--- src/rtl/bufm_id_alloc.sv ---
// Buffer-ID allocator: circular free-ID FIFO loaded at init, one-cycle alloc/release.
// Optional BUFM_ID_CHECK_EN adds an in-use bitmap that rejects double/unowned frees.
module bufm_id_alloc #(
    parameter int ID_W   = 5,
    parameter int ID_NUM = 32
) (
    input  logic            clk,
    input  logic            rst_n,
    input  logic            in_alloc_req,
    output logic            out_alloc_ack,
    output logic            out_alloc_nack,
    output logic [ID_W-1:0] out_alloc_id,
    input  logic            in_free_wr,
    input  logic [ID_W-1:0] in_free_id,
    output logic            out_init_done,
    output logic [4:0]      bufm_ID_count,
    output logic [7:0]      bufm_ID_cnt,
    output logic            out_free_err,
    output logic [7:0]      out_free_err_cnt
);

    localparam logic [0:0]      ST_INIT  = 1'b0;
    localparam logic [0:0]      ST_RUN   = 1'b1;
    localparam logic [ID_W:0]   FULL_CNT = (ID_W+1)'(ID_NUM);
    localparam logic [ID_W-1:0] LAST_PTR = ID_W'(ID_NUM - 1);
    // Storage sized to the full ID space so any ID_W-bit index is in range; only ID_NUM entries are used.
    localparam int DEPTH = 2 ** ID_W;

    logic [0:0]      state_q, state_d;
    logic [ID_W-1:0] rd_ptr_q, rd_ptr_d, wr_ptr_q, wr_ptr_d;
    logic [ID_W:0]   free_cnt_q, free_cnt_d;
    logic            ack_q, ack_d, nack_q, nack_d, err_q, err_d, done_q, done_d;
    logic [ID_W-1:0] id_q, id_d;
    logic [4:0]      count_q, count_d;
    logic [7:0]      alloc_cnt_q, alloc_cnt_d, err_cnt_q, err_cnt_d;
    logic [ID_W-1:0] fifo_q [DEPTH];
    logic            fifo_we;
    logic [ID_W-1:0] fifo_waddr, fifo_wdata;
    logic            push, pop, free_ok;

`ifdef BUFM_ID_CHECK_EN
    logic [DEPTH-1:0] inuse_q, inuse_d;
    assign free_ok = (free_cnt_q != FULL_CNT) && ({1'b0, in_free_id} < FULL_CNT)
                     && inuse_q[in_free_id];
`else
    assign free_ok = (free_cnt_q != FULL_CNT) && ({1'b0, in_free_id} < FULL_CNT);
`endif

    always_comb begin
        state_d     = state_q;
        rd_ptr_d    = rd_ptr_q;
        wr_ptr_d    = wr_ptr_q;
        free_cnt_d  = free_cnt_q;
        ack_d       = 1'b0;
        nack_d      = 1'b0;
        err_d       = 1'b0;
        done_d      = done_q;
        id_d        = id_q;
        alloc_cnt_d = alloc_cnt_q;
        err_cnt_d   = err_cnt_q;
        fifo_we     = 1'b0;
        fifo_waddr  = wr_ptr_q;
        fifo_wdata  = in_free_id;
        push        = 1'b0;
        pop         = 1'b0;

        if (state_q == ST_INIT) begin
            fifo_we    = 1'b1;
            fifo_wdata = wr_ptr_q;
            nack_d     = in_alloc_req;
            err_d      = in_free_wr;
            if (wr_ptr_q == LAST_PTR) begin
                state_d    = ST_RUN;
                wr_ptr_d   = '0;
                free_cnt_d = FULL_CNT;
                done_d     = 1'b1;
            end else begin
                wr_ptr_d = wr_ptr_q + 1'b1;
            end
        end else begin
            if (in_alloc_req) begin
                if (free_cnt_q != '0) begin
                    pop         = 1'b1;
                    ack_d       = 1'b1;
                    id_d        = fifo_q[rd_ptr_q];
                    rd_ptr_d    = (rd_ptr_q == LAST_PTR) ? '0 : rd_ptr_q + 1'b1;
                    alloc_cnt_d = alloc_cnt_q + 8'd1;
                end else begin
                    nack_d = 1'b1;
                end
            end
            if (in_free_wr) begin
                if (free_ok) begin
                    push     = 1'b1;
                    fifo_we  = 1'b1;
                    wr_ptr_d = (wr_ptr_q == LAST_PTR) ? '0 : wr_ptr_q + 1'b1;
                end else begin
                    err_d = 1'b1;
                end
            end
            case ({push, pop})
                2'b10:   free_cnt_d = free_cnt_q + 1'b1;
                2'b01:   free_cnt_d = free_cnt_q - 1'b1;
                default: free_cnt_d = free_cnt_q;
            endcase
        end

        if (err_d && (err_cnt_q != 8'hFF))
            err_cnt_d = err_cnt_q + 8'd1;
        count_d = (free_cnt_d > (ID_W+1)'(31)) ? 5'd31 : free_cnt_d[4:0];
    end

`ifdef BUFM_ID_CHECK_EN
    always_comb begin
        inuse_d = inuse_q;
        if (pop)
            inuse_d[fifo_q[rd_ptr_q]] = 1'b1;
        if (push)
            inuse_d[in_free_id] = 1'b0;
    end

    always_ff @(posedge clk) begin
        if (rst_n)
            inuse_q <= '0;
        else
            inuse_q <= inuse_d;
    end
`endif

    always_ff @(posedge clk) begin
        if (fifo_we)
            fifo_q[fifo_waddr] <= fifo_wdata;
    end

    always_ff @(posedge clk) begin
        if (rst_n) begin
            state_q     <= ST_INIT;
            rd_ptr_q    <= '0;
            wr_ptr_q    <= '0;
            free_cnt_q  <= '0;
            ack_q       <= 1'b0;
            nack_q      <= 1'b0;
            err_q       <= 1'b0;
            done_q      <= 1'b0;
            id_q        <= '0;
            count_q     <= '0;
            alloc_cnt_q <= '0;
            err_cnt_q   <= '0;
        end else begin
            state_q     <= state_d;
            rd_ptr_q    <= rd_ptr_d;
            wr_ptr_q    <= wr_ptr_d;
            free_cnt_q  <= free_cnt_d;
            ack_q       <= ack_d;
            nack_q      <= nack_d;
            err_q       <= err_d;
            done_q      <= done_d;
            id_q        <= id_d;
            count_q     <= count_d;
            alloc_cnt_q <= alloc_cnt_d;
            err_cnt_q   <= err_cnt_d;
        end
    end

    assign out_alloc_ack    = ack_q;
    assign out_alloc_nack   = nack_q;
    assign out_alloc_id     = id_q;
    assign out_init_done    = done_q;
    assign bufm_ID_count    = count_q;
    assign bufm_ID_cnt      = alloc_cnt_q;
    assign out_free_err     = err_q;
    assign out_free_err_cnt = err_cnt_q;

endmodule
--- config.mk ---
export PLATFORM = sky130hd
export DESIGN_NAME = bufm_id_alloc
export DESIGN_NICKNAME = d
export VERILOG_FILES = /design/src/rtl/bufm_id_alloc.sv
export SDC_FILE = /design/constraint.sdc
export NUM_CORES = 1
export LEC_CHECK = 0
export ABC_AREA = 0
export ABC_CLOCK_PERIOD_IN_PS = 3600
export BUFFER_PORTS_ARGS = -buffer_cell sky130_fd_sc_hd__buf_2
export CELL_PAD_IN_SITES_DETAIL_PLACEMENT = 1
export CELL_PAD_IN_SITES_GLOBAL_PLACEMENT = 1
export CORE_ASPECT_RATIO = 1.1
export CORE_MARGIN = 1
export CORE_UTILIZATION = 52
export CTS_CLUSTER_DIAMETER = 100
export DETAILED_ROUTE_END_ITERATION = 8
export HOLD_SLACK_MARGIN = 0.05
export PLACE_DENSITY = 0.8
export SLEW_MARGIN = 10
export SYNTH_ARGS = -nofsm -noshare
export SYNTH_HDL_FRONTEND = slang
export SYNTH_SLANG_ARGS = --single-unit
--- constraint.sdc ---
create_clock -name clk -period 3.6 [get_ports clk]
set_input_delay 0 -clock clk [delete_from_list [all_inputs] [get_ports clk]]
set_output_delay 0 -clock clk [all_outputs]
set_load 0.02 [all_outputs]
==> Word level (Yosys, flattened, before mapping) <==
Memory sizes are Yosys's and may differ from the RTL's. A register that Yosys moved wholly into a read port is not among the register bits.
Index checks and enable logic that the tools add are counted.
{ "totals": {"register_bits": 42, "mem_bits_rw": 160, "input_bits": 9, "output_inout_bits": 30, "word_cells": 61, "mem_count": 1} }
{ "memory_table": {"columns": ["memory", "depth", "width", "read_ports", "rd_clocked_by_memory_dff", "wr", "line_no", "rtl"], "rows": [
  ["fifo_q", 32, 5, 1, 1, 1, "36", "logic [ID_W-1:0] fifo_q [DEPTH];"]
]} }
{ "op_classes": {"addsub": 6, "magnitude_cmp": 1, "n_eq_ne": 8, "mux": 27, "n_bitwise": 1, "n_reduce_logical": 6} }
{ "ops": {"columns": ["cell", "count"], "rows": [
  ["$mux 5", 7],
  ["$mux 1", 17],
  ["$add 8x1->8 const B", 2],
  ["$mux 6", 2],
  ["$pmux 6 s2", 1],
  ["$add 5x1->5 const B", 2],
  ["$eq 5x5->1 const B", 2],
  ["$ne 8x8->1 const B", 1],
  ["$add 6x1->6 const B", 1],
  ["$gt 6x5->1 const B", 1],
  ["$ne 6x6->1 const B", 1],
  ["$reduce_bool 6->1", 1],
  ["$sub 6x1->6 const B", 1],
  ["$reduce_and 2->1", 2],
  ["$reduce_and 3->1", 1],
  ["$eq 2x1->1 const B", 1],
  ["$eq 2x2->1 const B", 1],
  ["$ne 2x1->1 const B", 1],
  ["$ne 2x2->1 const B", 1],
  ["$reduce_or 2->1", 1],
  ["$logic_and 1x1->1", 1],
  ["$not 1->1", 1]
]} }

==> Longest topological paths before layout <==
Gate-level depths: netlist of the first run.
{ "depth": {"depth_word": 9, "mapped_depth": 13, "mapped_depth_nobuf": 10} }

==> Worst setup path before layout of the first run <==
No wires, ideal clock.
{ "synth_timing": {"kind": "reg2reg", "start": "reg free_cnt_q[1]", "end": "reg count_q[4] (netlist: bufm_ID_count[4])", "setup_time_ns": 0.121, "arrival_time_ns": 2.622, "t_required_ns": 3.479, "slack_ns": 0.857, "stages_incl_launch_ff": 13, "n_path_buf": 3, "synth_period_minus_slack_ns": 2.743, "path_cell_list": "dfxtp_1 > buf_6 > or4_4 > buf_6 > o31a_1 > buf_6 > nand2_2 > xnor2_1 > ha_1 > a21oi_1 > a2111o_1 > a311oi_2 > o21ai_1"} }
{ "synth_between": {"elab_chain_cells": 9, "elab_cells_between_ends": 17, "cone_classes": "add/sub: 2; order compare: 1; eq/ne: 3; mux: 10; reduce/logical: 1"} }
{ "synth_lines": {"columns": ["element", "line_no", "rtl"], "rows": [
  ["start, declared", "31", "logic [ID_W:0] free_cnt_q, free_cnt_d;"],
  ["start signal, assigned", "153", "free_cnt_q <= free_cnt_d;"],
  ["$ne 6x6->1 / $reduce_bool 6->1 (equally long branches)", "46, 82", null],
  ["$mux 1, on equally long branches", "93, 82", null],
  ["$mux 1, on equally long branches", null, null],
  ["$mux 1", "67", "if (state_q == ST_INIT) begin"],
  ["$eq 2x1->1 / $eq 2x2->1 (equally long branches)", "101", "case ({push, pop})"],
  ["$pmux 6 s2", "101", null],
  ["$mux 6 (*)", "67", null],
  ["$gt 6x5->1", "110", "count_d = (free_cnt_d > (ID_W+1)'(31)) ? 5'd31 : free_cnt_d[4:0];"],
  ["$mux 5 (*)", "110", null],
  ["end signal, assigned", "159", "count_q <= count_d;"],
  ["end, declared", "34", "logic [4:0] count_q, count_d;"]
]} }
Mark *: on every way between the ends. The rest lies on a longest branch, timed or not. The select of a mux whose other input is x is not followed.
A chain may end at the register's enable or synchronous reset.

==> Worst setup path after layout of the first run <==
{ "layout_timing": {"start": "reg free_cnt_q[1]", "end": "reg count_q[2] (netlist: bufm_ID_count[2])"} }
The elaborated chain is that of the path after synthesis.

==> results.json, run 1 <==
{
  "status": "completed",
  "critPathLaunchType": "register",
  "setup_viol": 0,
  "ys_ff_latch": 207,
  "synth_top_area_share_pct": 56.02,
  "arrival_ns": 3.46,
  "clk_pin_slew_ns": 0.06,
  "drive_gt1_share_pct": 20.80,
  "crit_fanout": 9,
  "fp.dieH_um": 136.7,
  "r2r_end": "bufm_ID_count[2]",
  "seq_area_frac_synth_pct": 66.99,
  "dp_hpwl_um": 13020,
  "vias": 5049,
  "leakagePower_uw": 0.003244,
  "r2r_start": "free_cnt_q[1]",
  "grt_pass1_wl_um": 31090,
  "avgSynthCellArea_um2": 14.97,
  "nets": 630,
  "hold_depth": 2,
  "rrSetupSlack_ns": 0.52,
  "reg2reg_depth": 9,
  "holdPathEnd": "out_free_err_cnt[7]",
  "ir_drop_mv": 0.3386,
  "rsz0062_at_grt": "no",
  "synth_edf_count": 160,
  "cp_slowest_stage_delay_ns": 0.62,
  "hold_start": "rst_n",
  "synthesis.area_um2": 8577,
  "ys_async_sr_fraction_pct": 0,
  "ios": 39,
  "max_freq_mhz": 324.4,
  "finalHoldViolCount": 0,
  "avgViaCountPerCell": 6.120,
  "crit_required_ns": 3.98,
  "grt_max_degree": 45,
  "dieArea_um2": 17010,
  "p_per_area_nw_per_um2": 522.8,
  "place_inst": 784,
  "synth_common_cells": "edfxtp_1 (160), nor2_1 (73), dfxtp_1 (47)",
  "grt_overflow": 0,
  "wl_um": 19900,
  "post_cts_buffers": 0,
  "clockBufferDepth": 3,
  "yosysWarnings": 0,
  "syn_to_final_growth_pct": 12.39,
  "yosysTopAreaCell": "edfxtp_1",
  "cp_num_buf_inv": 1,
  "tightest_slew_ns": 0.8573,
  "synthFlopType": "edfxtp_1",
  "ctsHtreeMaxLevel": 1,
  "synth.distinct_cells": 57,
  "hold_class": "input port to register",
  "initial_core_util_pct": 53.89,
  "drc": 0,
  "place.gp.congestion": 0.8595,
  "min_period_over_period_pct": 85.64,
  "finalCriticalPeriod_ns": 3.083,
  "insertion_delay_ns": 0.51,
  "die_w_um": 124.5,
  "synth_area_leaders": "edfxtp_1 (56%), dfxtp_1 (11%), mux4_2 (10%)",
  "cts_tree": "yes",
  "rows": 48,
  "cts.sinks": 207,
  "fin_skew_ns": 0.01284,
  "wire_per_inst_um": 24.12,
  "final_cells": 825,
  "cts-buffers-inserted": 22,
  "end_kind": "register",
  "drt-pass1-iter-count": 4,
  "diodes": 0,
  "portBuffers": 38,
  "synth_cells": 573,
  "grt_pass1_vias": 5452,
  "grt_usage_pct": 24.11,
  "finalSetupTns_ns": 0,
  "root_buffer": "clkbuf_16",
  "drtIter0Drc": 392,
  "cpLargestDelayFamily": "compound AO/OA/AOI/OAI gates",
  "maxCapViolCount": 0,
  "cp_cell_sequence": "or4_4, o31ai_1, ha_1, inv_1, xnor2_1, nor2_1, a2111oi_1, a311o_2, o211ai_1",
  "synth_nets": 593,
  "core_um2": 15920,
  "worstSetupPathType": "register to register",
  "antenna_left": 0,
  "crit_path_top_delay_cell": "or4_4",
  "slew_headroom_pct": 42.84,
  "drv_slew": 0,
  "synth_most_common_cell": "edfxtp_1",
  "grt_antenna_before_repair": 0
}
sequential cells by signal (all words and copies together) (netlist names):
| signal | cells |
|---|---|
| fifo_q | 160 |
| bufm_ID_cnt | 8 |
| out_free_err_cnt | 8 |
| free_cnt_q | 6 |
| bufm_ID_count | 5 |
| fifo_waddr | 5 |
| out_alloc_id | 5 |
| rd_ptr_q | 5 |
| out_alloc_ack | 1 |
| out_alloc_nack | 1 |
| out_free_err | 1 |
| out_init_done | 1 |
| state_q | 1 |
how the worst max path moves through the flow:
stage	startpoint	endpoint	slack, ns	cells past startpoint
after floorplan	free_cnt_q[1]	bufm_ID_count[4]	0.86	12
after global placement	free_cnt_q[2]	bufm_ID_count[2]	0.80	9
after detailed placement	free_cnt_q[1]	bufm_ID_count[2]	0.55	9
after CTS	free_cnt_q[1]	bufm_ID_count[2]	0.52	9
after global routing	free_cnt_q[2]	bufm_ID_count[2]	0.28	9
final	free_cnt_q[1]	bufm_ID_count[2]	0.52	9
per-stage QoR:
step	setup slack (ns)	total power, uW	hold slack [ns]	utilization (%)	area (um^2)
final	0.5171	5039	0.09783	60.57	9639
after detailed placement	0.5547	2880	0.3197	56.00	8912
after floorplan	0.8569	2807	0.1653	-	8577
after global placement	0.8016	2865	0.3170	56.00	8912
after CTS	0.5165	5066	0.1034	60.57	9639
after global routing	0.2787	5166	0.1277	60.57	9639
worst reg2reg max path, stage by stage (launching register included):
cell and delay (ns):
dfxtp_1 0.40, or4_4 0.62, o31ai_1 0.45, ha_1 0.34, inv_1 0.12, xnor2_1 0.19
nor2_1 0.07, a2111oi_1 0.37, a311o_2 0.28, o211ai_1 0.11
routing by layer:
layer | track usage, % | part of all wire [%]
met2 | 42.36 | 50
met4 | 10.98 | 3.7
met3 | 3.870 | 5.6
met5 | 0 | 0
met1 | 29.51 | 40
cells by family (layout without fill, tap and decap cells):
family / Yosys count / in the layout / share of synthesized area, %
flip-flops: 207 / 207 / 66.99
AO/OA/AOI/OAI: 76 / 76 / 6.244
adder cells (fa/ha/maj): 11 / 11 / 1.605
buffers and inverters: 45 / 97 / 2.509
AND/OR/NAND/NOR: 160 / 160 / 8.636
XOR/XNOR: 14 / 14 / 1.430
multiplexers: 60 / 60 / 12.59
placed cells by master (no fill, tap or decap), drive strengths merged, types with 11 or more instances in the layout:
| cell type | n |
|---|---|
| nand2 | 36 |
| a221oi | 12 |
| a21oi | 21 |
| dfxtp | 47 |
| ha | 11 |
| buf | 43 |
| nor2 | 73 |
| clkbuf | 33 |
| edfxtp | 160 |
| inv | 13 |
| o21ai | 16 |
| mux2i | 19 |
| mux4 | 38 |
cell type report:
type | instances | area [um^2]
clock buffer | 33 | 653.1
timing repair buffer | 45 | 260.3
clock inverter | 6 | 53.80
sequential | 207 | 5749
inverter | 13 | 48.80
fill | 1488 | 6276
multi-input combinational | 321 | 2624
tap | 200 | 250.2
timing repair:
action / 4_1_cts / 5_1_grt
hold buffers: 2 / 0
gates resized for setup: 0 / 0
endpoints found under the hold margin: 7 / 0
report_power, final:
part	total, uW	switching (uW)	internal (uW)
Sequential	2630	20.5	2610
Clock	2210	887	1320
Combinational	207	142	64.2
Power figures use the tool's default switching activity.
==> inputs of run 2 (changes only) <==
Settings changed: CORE_ASPECT_RATIO 1.1 to 0.5, CORE_MARGIN 1 to unset.
==> run 2 against run 1 <==
  * Clock skew is 0.0071 ns higher
  * Highest routed layer unchanged
  * Combinational power hardly changed
  * Critical path depth stayed put
  * Sequential power hardly changed
  * Cell area is 1.2% lower
  * Sequential share of layout area is 0.74 points higher
  * Cell count is 2.1% higher
==> results.json, run 2 (synthesis results as in run 1) <==
{
  "dieArea_um2": 17040,
  "worstSetupPathType": "register to register",
  "min_period_over_period_pct": 81.26,
  "nets": 629,
  "drc": 0,
  "antenna_left": 0,
  "grt_pass1_vias": 5296,
  "hold_class": "input port to register",
  "place.gp.congestion": 0.8882,
  "p_switching_uw": 1010,
  "regMostFlops": "fifo_q",
  "wl_um": 19900,
  "max_freq_mhz": 341.8,
  "crit_fanout": 9,
  "status": "completed",
  "multi_input_area_um2": 2624,
  "ctsHtreeMaxLevel": 1,
  "rsz0062_at_grt": "no",
  "core_um2": 15780,
  "critPathLaunchType": "register",
  "insertion_delay_ns": 0.49,
  "tightest_slew_ns": 0.8786,
  "crit_required_ns": 3.96,
  "p_comb_share_pct": 4.3,
  "ir_drop_mv": 0.2808,
  "post_cts_buffers": 0,
  "largest_reg_flops": 160,
  "fin_skew_ns": 0.01993,
  "wire_per_inst_um": 23.63,
  "seq_power_share_pct": 55.5,
  "clk_pin_slew_ns": 0.07,
  "finalSetupTns_ns": 0,
  "end_kind": "register",
  "rows": 32,
  "p_per_area_nw_per_um2": 497.2,
  "ctsResizeCount": 0,
  "arrival_ns": 3.28,
  "avgViaCountPerCell": 6.075,
  "vias": 5115,
  "cts.sinks": 207,
  "fill_cells": 1500,
  "drt-pass1-iter-count": 5,
  "grt_overflow": 0,
  "root_buffer": "clkbuf_16",
  "fp.dieH_um": 92.82,
  "drv_slew": 0,
  "die_w_um": 183.6,
  "clockBufferDepth": 3,
  "mostFrequentLayoutCells": "edfxtp_1 (160), nor2_1 (73), dfxtp_1 (46)",
  "grt_pass1_wl_um": 31650,
  "p_int_uw": 3724,
  "drive_gt1_share_pct": 19.65,
  "grt_usage_pct": 24.90,
  "initial_core_util_pct": 54.37,
  "maxCapViolCount": 0,
  "clock_power_share_pct": 40.2,
  "grt_antenna_before_repair": 0,
  "dp_hpwl_um": 12960,
  "syn_to_final_growth_pct": 11.01,
  "setup_viol": 0,
  "sw_frac_of_total_pct": 21.34,
  "cts_tree": "yes",
  "diodes": 0,
  "cts-buffers-inserted": 19,
  "p_total_uw": 4734,
  "final_common_cell": "edfxtp_1",
  "leakagePower_uw": 0.003172,
  "finalHoldViolCount": 0,
  "regArea_um2": 5749,
  "hold_buffers": 2,
  "finalCriticalPeriod_ns": 2.925,
  "ios": 39,
  "drtIter0Drc": 363,
  "grt_max_degree": 45,
  "portBuffers": 38,
  "slew_headroom_pct": 41.42
}
[run 2: power groups by stage]
stage               sequential [uW]  clock, uW  combinational, uW
detailed placement             2680          0                202
floorplan                      2680          0                129
finish                         2630       1900                205
global placement               2670          0                193
global route                   2630       2010                224
CTS                            2620       1930                204
[run 2: worst max-delay path: stages, from the launching register on]
cell       delay, ns
dfxtp_1         0.40
or4_4           0.62
o31ai_1         0.34
ha_1            0.30
inv_1           0.11
xnor2_1         0.21
nor2_1          0.09
a2111oi_1       0.36
a311o_2         0.27
o211ai_1        0.10
[run 2: metal layers]
metal | vias to the layer above | routed length [um] | global-route usage, %
li1 | 2270 | - | -
met1 | 2619 | 9134 | 36.11
met2 | 197 | 8998 | 38.89
met3 | 29 | 1360 | 4.758
met4 | 0 | 406 | 6.389
met5 | - | 0 | 0
[run 2: cell type report]
cell class / instances / area share [%]
repair buffers: 47 / 2.760
well taps: 221 / 2.904
clock inverters: 5 / 0.5388
inverters: 13 / 0.5125
flip-flops and latches: 207 / 60.38
multi-input cells: 321 / 27.56
clock buffers: 28 / 5.348
[run 2: stage by stage]
stage          cells  util [%]  hold slack, ns  cell area (um^2)  worst slack (ns)
2_1_floorplan    573         -          0.1653              8577            0.8569
3_3_place_gp     807     56.68          0.3093              8941            0.8101
3_5_place_dp     807     56.68          0.3072              8941            0.7004
4_1_cts          842     60.36          0.1171              9522            0.6797
5_1_grt          842     60.36          0.1384              9522            0.4495
6_report         842     60.36          0.1104              9522            0.6745
[run 2: final timing paths]
| kind | start | to | slack (ns) | depth (start not counted) |
|---|---|---|---|---|
| setup reg to reg | free_cnt_q[1] | bufm_ID_count[2] | 0.67 | 9 |
| hold reg to reg | bufm_ID_cnt[1] | bufm_ID_cnt[1] | 0.50 | 2 |
| hold / removal | rst_n | free_cnt_q[0] | 0.11 | 2 |
| setup / recovery | free_cnt_q[1] | bufm_ID_count[2] | 0.67 | 9 |
